`src/rtl/ext_arbiter.sv`:
```
// Purpose: two-requester arbiter that sign- or zero-extends the granted immediate into a one-entry output slot.
// Latency: one cycle from grant (reqN_ready) to out_valid; accepts one request per cycle while the consumer drains.
// Backpressure: both reqN_ready stay low while the slot holds a result and out_ready is low.
// Build option: define EXT_ARBITER_RR_EN for round-robin between simultaneous requests (default: requester 0 wins).
module ext_arbiter #(
    parameter int IN_WIDTH  = 16,
    parameter int OUT_WIDTH = 32
) (
    input  logic                 clk,
    input  logic                 rst,
    input  logic                 req0_valid,
    input  logic [IN_WIDTH-1:0]  req0_data,
    input  logic                 req0_signed,
    output logic                 req0_ready,
    input  logic                 req1_valid,
    input  logic [IN_WIDTH-1:0]  req1_data,
    input  logic                 req1_signed,
    output logic                 req1_ready,
    output logic                 out_valid,
    input  logic                 out_ready,
    output logic [OUT_WIDTH-1:0] out_data,
    output logic                 out_id
);

    typedef enum logic {
        EMPTY = 1'b0,
        FULL  = 1'b1
    } state_t;

    state_t                 state;
    state_t                 state_nxt;
    logic                   slot_free;
    logic                   gnt0;
    logic                   gnt1;
    logic                   gnt_any;
    logic [IN_WIDTH-1:0]    sel_data;
    logic                   sel_signed;
    logic                   fill_bit;
    logic [OUT_WIDTH-1:0]   ext_data;
    logic [OUT_WIDTH-1:0]   data_q;
    logic                   id_q;

    // The slot can take a new result when empty, or when the held one leaves this cycle; never during reset.
    always_comb begin
        slot_free = !rst && ((state == EMPTY) || out_ready);
    end

`ifdef EXT_ARBITER_RR_EN
    logic last_gnt;

    // Round-robin grant: on a tie the requester that did not win last time is served.
    always_comb begin
        gnt0 = 1'b0;
        gnt1 = 1'b0;
        if (slot_free) begin
            if (req0_valid && req1_valid) begin
                gnt0 = last_gnt;
                gnt1 = !last_gnt;
            end else begin
                gnt0 = req0_valid;
                gnt1 = req1_valid;
            end
        end
    end

    // Remember the last winner; reset value makes requester 0 win the first tie.
    always_ff @(posedge clk) begin
        if (rst) begin
            last_gnt <= 1'b1;
        end else if (gnt0) begin
            last_gnt <= 1'b0;
        end else if (gnt1) begin
            last_gnt <= 1'b1;
        end
    end
`else
    // Fixed priority grant: requester 0 always wins a tie.
    always_comb begin
        gnt0 = 1'b0;
        gnt1 = 1'b0;
        if (slot_free) begin
            gnt0 = req0_valid;
            gnt1 = req1_valid && !req0_valid;
        end
    end
`endif

    assign gnt_any    = gnt0 || gnt1;
    assign req0_ready = gnt0;
    assign req1_ready = gnt1;

    // Select the granted requester's immediate and extend it to the output width.
    always_comb begin
        sel_data   = gnt1 ? req1_data   : req0_data;
        sel_signed = gnt1 ? req1_signed : req0_signed;
        fill_bit   = sel_signed && sel_data[IN_WIDTH-1];
        ext_data   = {OUT_WIDTH{fill_bit}};
        ext_data[IN_WIDTH-1:0] = sel_data;
    end

    // Slot state register.
    always_ff @(posedge clk) begin
        if (rst) begin
            state <= EMPTY;
        end else begin
            state <= state_nxt;
        end
    end

    // Next state: a grant always fills the slot; a drain with no grant empties it.
    always_comb begin
        state_nxt = state;
        case (state)
            EMPTY: begin
                if (gnt_any) begin
                    state_nxt = FULL;
                end
            end
            FULL: begin
                if (out_ready && !gnt_any) begin
                    state_nxt = EMPTY;
                end
            end
            default: state_nxt = EMPTY;
        endcase
    end

    // Result register: loads only on a grant, so it holds steady while the consumer stalls.
    always_ff @(posedge clk) begin
        if (rst) begin
            data_q <= '0;
            id_q   <= 1'b0;
        end else if (gnt_any) begin
            data_q <= ext_data;
            id_q   <= gnt1;
        end
    end

    assign out_valid = (state == FULL);
    assign out_data  = data_q;
    assign out_id    = id_q;

endmodule

```
`config.mk`:
```
export PLATFORM = sky130hd
export DESIGN_NAME = ext_arbiter
export DESIGN_NICKNAME = d
export VERILOG_FILES = /design/src/rtl/ext_arbiter.sv
export SDC_FILE = /design/constraint.sdc
export NUM_CORES = 1
export LEC_CHECK = 0
export ABC_AREA = 1
export CORE_MARGIN = 5
export CORE_UTILIZATION = 32
export DETAILED_ROUTE_END_ITERATION = 12
export PLACE_DENSITY = 0.76
export SYNTH_ARGS = -nofsm -noshare
export SYNTH_HDL_FRONTEND = slang
export SYNTH_SLANG_ARGS = --single-unit
```
`constraint.sdc`:
```
create_clock -name clk -period 1.1 [get_ports clk]
set_input_delay 0.165 -clock clk [delete_from_list [all_inputs] [get_ports clk]]
set_output_delay 0.165 -clock clk [all_outputs]
set_load 0.02 [all_outputs]
```
==> results_dict.tcl, run 1 <==
set metrics [dict create \
    syn_area_sq_mm 0.001119 \
    synth_top_family_by_area "compound AO/OA/AOI/OAI gates" \
    power_uw 1887 \
    vias_per_cell 4.450 \
    timing.setup.tns_ps -1681 \
    violations "negative setup slack" \
    drv_cap 0 \
    layout-drive-gt1-share_pct 54.95 \
    insertion_delay_ps 300 \
    yosys_warnings 0 \
    areaGrowthSynthToFinish_pct 96.42 \
    rows 21 \
    synth_cell_type_count 19 \
    multi_input_area_sq_um 598.1 \
    yosysSeqAreaShare_pct 34.00 \
    grt_pass1_vias 1139 \
    hold_violations 0 \
    vias 1197 \
    p_leak_uw 0.001000 \
    num-nets-final 262 \
    hold_class "flip-flop to flip-flop" \
    clock_path_buffers 2 \
    worst_pin_slew_ps 257.5 \
    p_per_area_mw_per_mm2 858.7 \
    antenna_found_initial 1 \
    setup_violations 37 \
    vdd_drop_max_mv 0.5448 \
    min_period_ps 1199 \
    yosys.area_share.adder_pct 0 \
    grt_pass1_wl_um 5306 \
    maxSlewViolCount 0 \
    grtUsageTotal_pct 13.40 \
    holdPathStages 2 \
    r2r_cells 8 \
    yosys.area_share.simple_pct 17.45 \
    post-route-util_pct 65.33 \
    clkSinkCount 19 \
    crit_type "flip-flop to output pin" \
    worst_slack_ps -99.41 \
    root_buffer "clkbuf_4" \
    synth_compound_area_share_pct 24.50 \
    crit_fanout 3 \
    worstPathArrival_ps 1030 \
    cts_made_buffers 3 \
    dr.pass1.iters 4 \
    postRouteAntennaNets 0 \
    slew-limit-headroom_pct 82.83 \
    critPathLaunchType "flip-flop" \
    fmax_ghz 0.8337 \
    syn_avg_cell_area_sq_um 7.877 \
    synth-xor-area-share_pct 0 \
    rsz0062_at_grt "true" \
    clk_pin_slew_ps 120 \
    drc 0 \
    first_iter_violations 18 \
    design.die.area_sq_mm 0.004778 \
    yosys_register_bits 19 \
    start_util_pct 33.26 \
    synthesis.nets 181 \
    grt_max_degree 19 \
    grt_overflow_total 0 \
    port_buffers 74 \
    status "finished, violations left" \
    place.gp.congestion 0.7236 \
    regArea_sq_um 387.9 \
    htreeDepth 1 \
    core-area_sq_mm 0.003363 \
    pin_count 75 \
    synth_mux_area_share_pct 0 \
    dpl_cell_area_sq_mm 0.001871 \
    dieWidth_um 69.13 \
    cts_tree "done" \
    post-dp-hpwl_um 2285 \
    fin_crit_sh_pct 109.0 \
    fin_area_sq_mm 0.002197 \
    routedWlPerCell_um 12.68 \
    preCtsSetupSlack_ps -659.9 \
    routed_wirelength_um 3412 \
    endpoint_kind "output pin" \
    die_y_um 69.13 \
    fillers 313 \
    skew_ps 5.483 \
    critical_path_required_ps 940 \
    synthCells 142 \
]
==> routing by layer <==
layer	wire [um]	track usage, %
met1	1344	14.24
met2	1736	23.73
met3	306	6.395
met4	25	3.254
met5	0	0
==> area by class of cell <==
type                            instances  area share, %
Antenna cell                            1         0.1139
Clock buffer                            3          1.025
Clock inverter                          1         0.2278
Inverter                               21          4.385
Multi-Input combinational cell         80          27.22
Sequential cell                        19          17.65
Tap cell                               46          2.620
Timing Repair Buffer                   97          46.24
Timing Repair inverter                  1         0.5125
==> synthesized netlist by cell type <==
master	instances	area share, %
inv_6	2	1.6
a21oi_2	9	7.0
nand3_4	2	3.1
nand2_2	10	5.6
nor2_4	1	1.0
buf_6	3	3.0
nand3_1	2	0.89
clkbuf_1	1	0.34
nand4_1	2	1.1
inv_1	19	6.4
o21ai_1	23	10
o21ai_0	7	3.1
buf_4	15	10
nand2_1	14	4.7
dfxtp_1	19	34
buf_2	2	0.89
nand2_4	1	1.0
a21oi_1	9	4.0
buf_12	1	1.8
==> layout by cell type (no fill, tap or decap), drive strengths merged <==
master / instances
nand2: 25
clkbuf: 4
o21ai: 30
dfxtp: 19
dlygate4sd2: 5
nand3: 4
a21oi: 18
buf: 57
nand4: 2
diode: 1
clkdlybuf4s50: 34
clkinv: 2
inv: 21
nor2: 1
==> stage by stage <==
stage	hold slack [ps]	std cells
after global routing	482.6	269
final	465.9	269
after CTS	401.1	262
after floorplan	346.4	142
after global placement	450.3	255
after detailed placement	456.5	255
==> flip-flops by register name (all words and copies together) (netlist names) <==
name,count
out_id,1
out_data,17
out_valid,1
==> kinds of logic (layout without fill, tap and decap cells) <==
| family | count (synthesis) | in the layout |
|---|---|---|
| buf+inv | 43 | 123 |
| compound gates | 48 | 48 |
| simple gates | 32 | 32 |
| other cells | 0 | 1 |
| flops | 19 | 19 |
==> path summary, 6_finish.rpt <==
kind / endpoint / slack (ps) / from
setup / recovery: req1_ready / -100 / out_valid$_SDFF_PP0_
hold / removal: out_data[5]$_SDFFE_PP0P_ / 470 / out_data[5]$_SDFFE_PP0P_
hold reg to reg: out_data[5]$_SDFFE_PP0P_ / 470 / out_data[5]$_SDFFE_PP0P_
setup reg to reg: out_data[16]$_SDFFE_PP0P_ / -80 / out_valid$_SDFF_PP0_
==> critical path, stage by stage, from the launching register on <==
cell and delay, ps:
dfxtp_4 360, nand2_4 80, nand3_4 110, inv_2 80, buf_6 110
==> report_power, final <==
part	total (uW)	internal (uW)	leakage [uW]	switching (uW)
registers	762	736	0.000158	25.5
logic	767	398	0.000825	370
clock network	358	135	0.0000177	223
total	1890	1270	0.00100	618
==> what timing repair did <==
item,4_1_cts,5_1_grt
hold buffers,0,0
buffers inserted,1,5
setup endpoints to repair,54,52
pin swaps,3,10
cloned,2,1
gates resized for setup,183,74
No activity file was read; power rests on OpenSTA's default activity.
==> run 2, diff against run 1 <==
--- a/config.mk
+++ b/config.mk
@@ -6,10 +6,12 @@
 export NUM_CORES = 1
 export LEC_CHECK = 0
 export ABC_AREA = 1
+export CELL_PAD_IN_SITES_DETAIL_PLACEMENT = 1
+export CELL_PAD_IN_SITES_GLOBAL_PLACEMENT = 1
 export CORE_MARGIN = 5
-export CORE_UTILIZATION = 32
+export CORE_UTILIZATION = 21
 export DETAILED_ROUTE_END_ITERATION = 12
-export PLACE_DENSITY = 0.76
+export PLACE_DENSITY_LB_ADDON = 0.1
 export SYNTH_ARGS = -nofsm -noshare
 export SYNTH_HDL_FRONTEND = slang
 export SYNTH_SLANG_ARGS = --single-unit
==> constraint.sdc (replaced) <==
create_clock -name clk -period 1 [get_ports clk]
set_input_delay 0.15 -clock clk [delete_from_list [all_inputs] [get_ports clk]]
set_output_delay 0.15 -clock clk [all_outputs]
set_load 0.02 [all_outputs]
==> results_dict.tcl, run 2 (synthesis results as in run 1) <==
set metrics [dict create \
    cp_slowest_cell "dfxtp_4" \
    hold_class "primary input to flip-flop" \
    use_met1_pct 13.78 \
    crit_fanout 5 \
    grt_use_met2_pct 18.73 \
    first_iter_violations 26 \
    status "finished, violations left" \
    crit_type "flip-flop to flip-flop" \
    fin_crit_sh_pct 123.3 \
    cp_top_family "flip-flops" \
    worst_path_most_repeated_cell "o21ai_2" \
    routedWlPerCell_um 14.02 \
    critPathLaunchType "flip-flop" \
    pwr-share-clk_pct 25.4 \
    seq_power_share_pct 38.3 \
    cts_tree "done" \
    critical_path_required_ps 1190 \
    dieWidth_um 82.99 \
    core-area_sq_mm 0.005140 \
    fillers 642 \
    htreeDepth 1 \
    clock_path_buffers 2 \
    p_leak_uw 0.0009647 \
    timing.setup.tns_ps -4948 \
    path_cells "nand2_8, nand3_4, buf_8, buf_12, o21ai_2, o21ai_2, a21oi_2" \
    rows 26 \
    largest_register_ffs 17 \
    drc 0 \
    r2r_slack_ps -230 \
    pin_count 75 \
    dpl.cell_count 277 \
    num-nets-final 260 \
    grtUsageTotal_pct 11.35 \
    n_antenna_cell 0 \
    busiest_layer "met2" \
    layout_commonest_cell "clkdlybuf4s50_1" \
    skew_ps 4.417 \
    worst_pin_slew_ps 279.1 \
    insertion_delay_ps 260 \
    antenna_found_initial 0 \
    vdd_drop_max_mv 0.4945 \
    endpoint_kind "flip-flop" \
    grt_overflow_total 0 \
    slew-limit-headroom_pct 81.40 \
    cpPeakStageDelay_ps 370 \
    grt_pass1_vias 1298 \
    postRouteAntennaNets 0 \
    p_sw_share_pct 31.65 \
    fin_hold_ws_ps 420.3 \
    setup_violations 37 \
    grt_use_met3_pct 4.554 \
    grt_max_degree 22 \
    maxSlewViolCount 0 \
    vias_per_cell 4.059 \
    violations "negative setup slack" \
    worst_slack_ps -232.9 \
    layout-drive-gt1-share_pct 48.18 \
    min_period_ps 1233 \
    cts_made_buffers 3 \
    post-route-util_pct 41.02 \
    instances_no_fill 290 \
    drv_cap 0 \
    comb_power_share_pct 36.3 \
    routed_wirelength_um 4067 \
    p_int_uw 1503 \
    start_util_pct 21.76 \
    place.gp.congestion 0.7390 \
    areaGrowthSynthToFinish_pct 88.48 \
    grt_pass1_wl_um 6520 \
    critical_path_buf_inv_count 2 \
    dr.pass1.iters 2 \
    design.die.area_sq_mm 0.006887 \
    clk_pin_slew_ps 80 \
    post-dp-hpwl_um 2954 \
    p_sw_uw 695.9 \
    worstPathArrival_ps 1430 \
    p_per_area_mw_per_mm2 1043 \
    fmax_ghz 0.8111 \
    die_y_um 82.99 \
    layout_common_cells "clkdlybuf4s50_1 (34), buf_6 (22), buf_2 (18), dfxtp_1 (17), o21ai_1 (16)" \
    vias 1177 \
    rsz0062_at_grt "true" \
    port_buffers 74 \
    clkSinkCount 19 \
    root_buffer "clkbuf_8" \
    power_uw 2199 \
    hold_violations 0 \
]
run 2: cell types whose count changed in the layout (fill, tap and decap cells not counted), moves of 9 or more:
cell and delta:
buf_8 -14, buf_6 +19, o21ai_2 -11, o21ai_1 +9
run 2: power by group through the flow:
stage	clock network, uW	registers (uW)	logic (uW)
finish	558	842	799
global route	608	850	861
CTS	591	841	759
detailed placement	0	867	725
global placement	0	863	713
floorplan	0	933	303
run 2: final cells by class:
type / count / area, sq um / share of cell area [%]
flip-flops and latches: 19 / 387.9 / 18.40
clock buffers: 4 / 45.04 / 2.137
repair buffers: 96 / 942.2 / 44.69
multi-input cells: 80 / 545.5 / 25.88
inverters: 21 / 100.1 / 4.748
well taps: 70 / 87.58 / 4.154
run 2: timing repair:
item                                    4_1_cts  5_1_grt
resized for setup                           201       23
pin swaps                                     5        6
hold buffers                                  0        0
gates cloned                                  1        1
endpoints found under the setup margin       55       37
buffers inserted                              6        1
run 2: stage by stage:
| stage | setup slack (ps) | instance area (sq um) |
|---|---|---|
| floorplan | -103.5 | 1131 |
| global route | -301.9 | 2108 |
| CTS | -247.5 | 1987 |
| global placement | -730.5 | 1874 |
| finish | -232.9 | 2108 |
| detailed placement | -744.5 | 1874 |
run 2: final timing paths:
kind | from | to | cells past startpoint
min reg2reg | out_id$_SDFFE_PP0P_ | out_id$_SDFFE_PP0P_ | 2
max | out_valid$_SDFF_PP0_ | out_data[12]$_SDFFE_PP0P_ | 7
min | out_ready | out_valid$_SDFF_PP0_ | 5
max reg2reg | out_valid$_SDFF_PP0_ | out_data[12]$_SDFFE_PP0P_ | 7
run 2: worst min-delay path, stage by stage:
cell and delay [ps]:
dlygate4sd2_1 200, inv_2 60, nand2_8 90, buf_4 100
a21oi_2 40
run 2: layer usage:
metal  wire (um)  part of all wire [%]  vias to the layer above
li1            -                     -                      601
met5           0                     0                        -
met3         342                   8.4                        2
met2        1939                    48                       50
met4          13                  0.32                        0
met1        1772                    44                      524
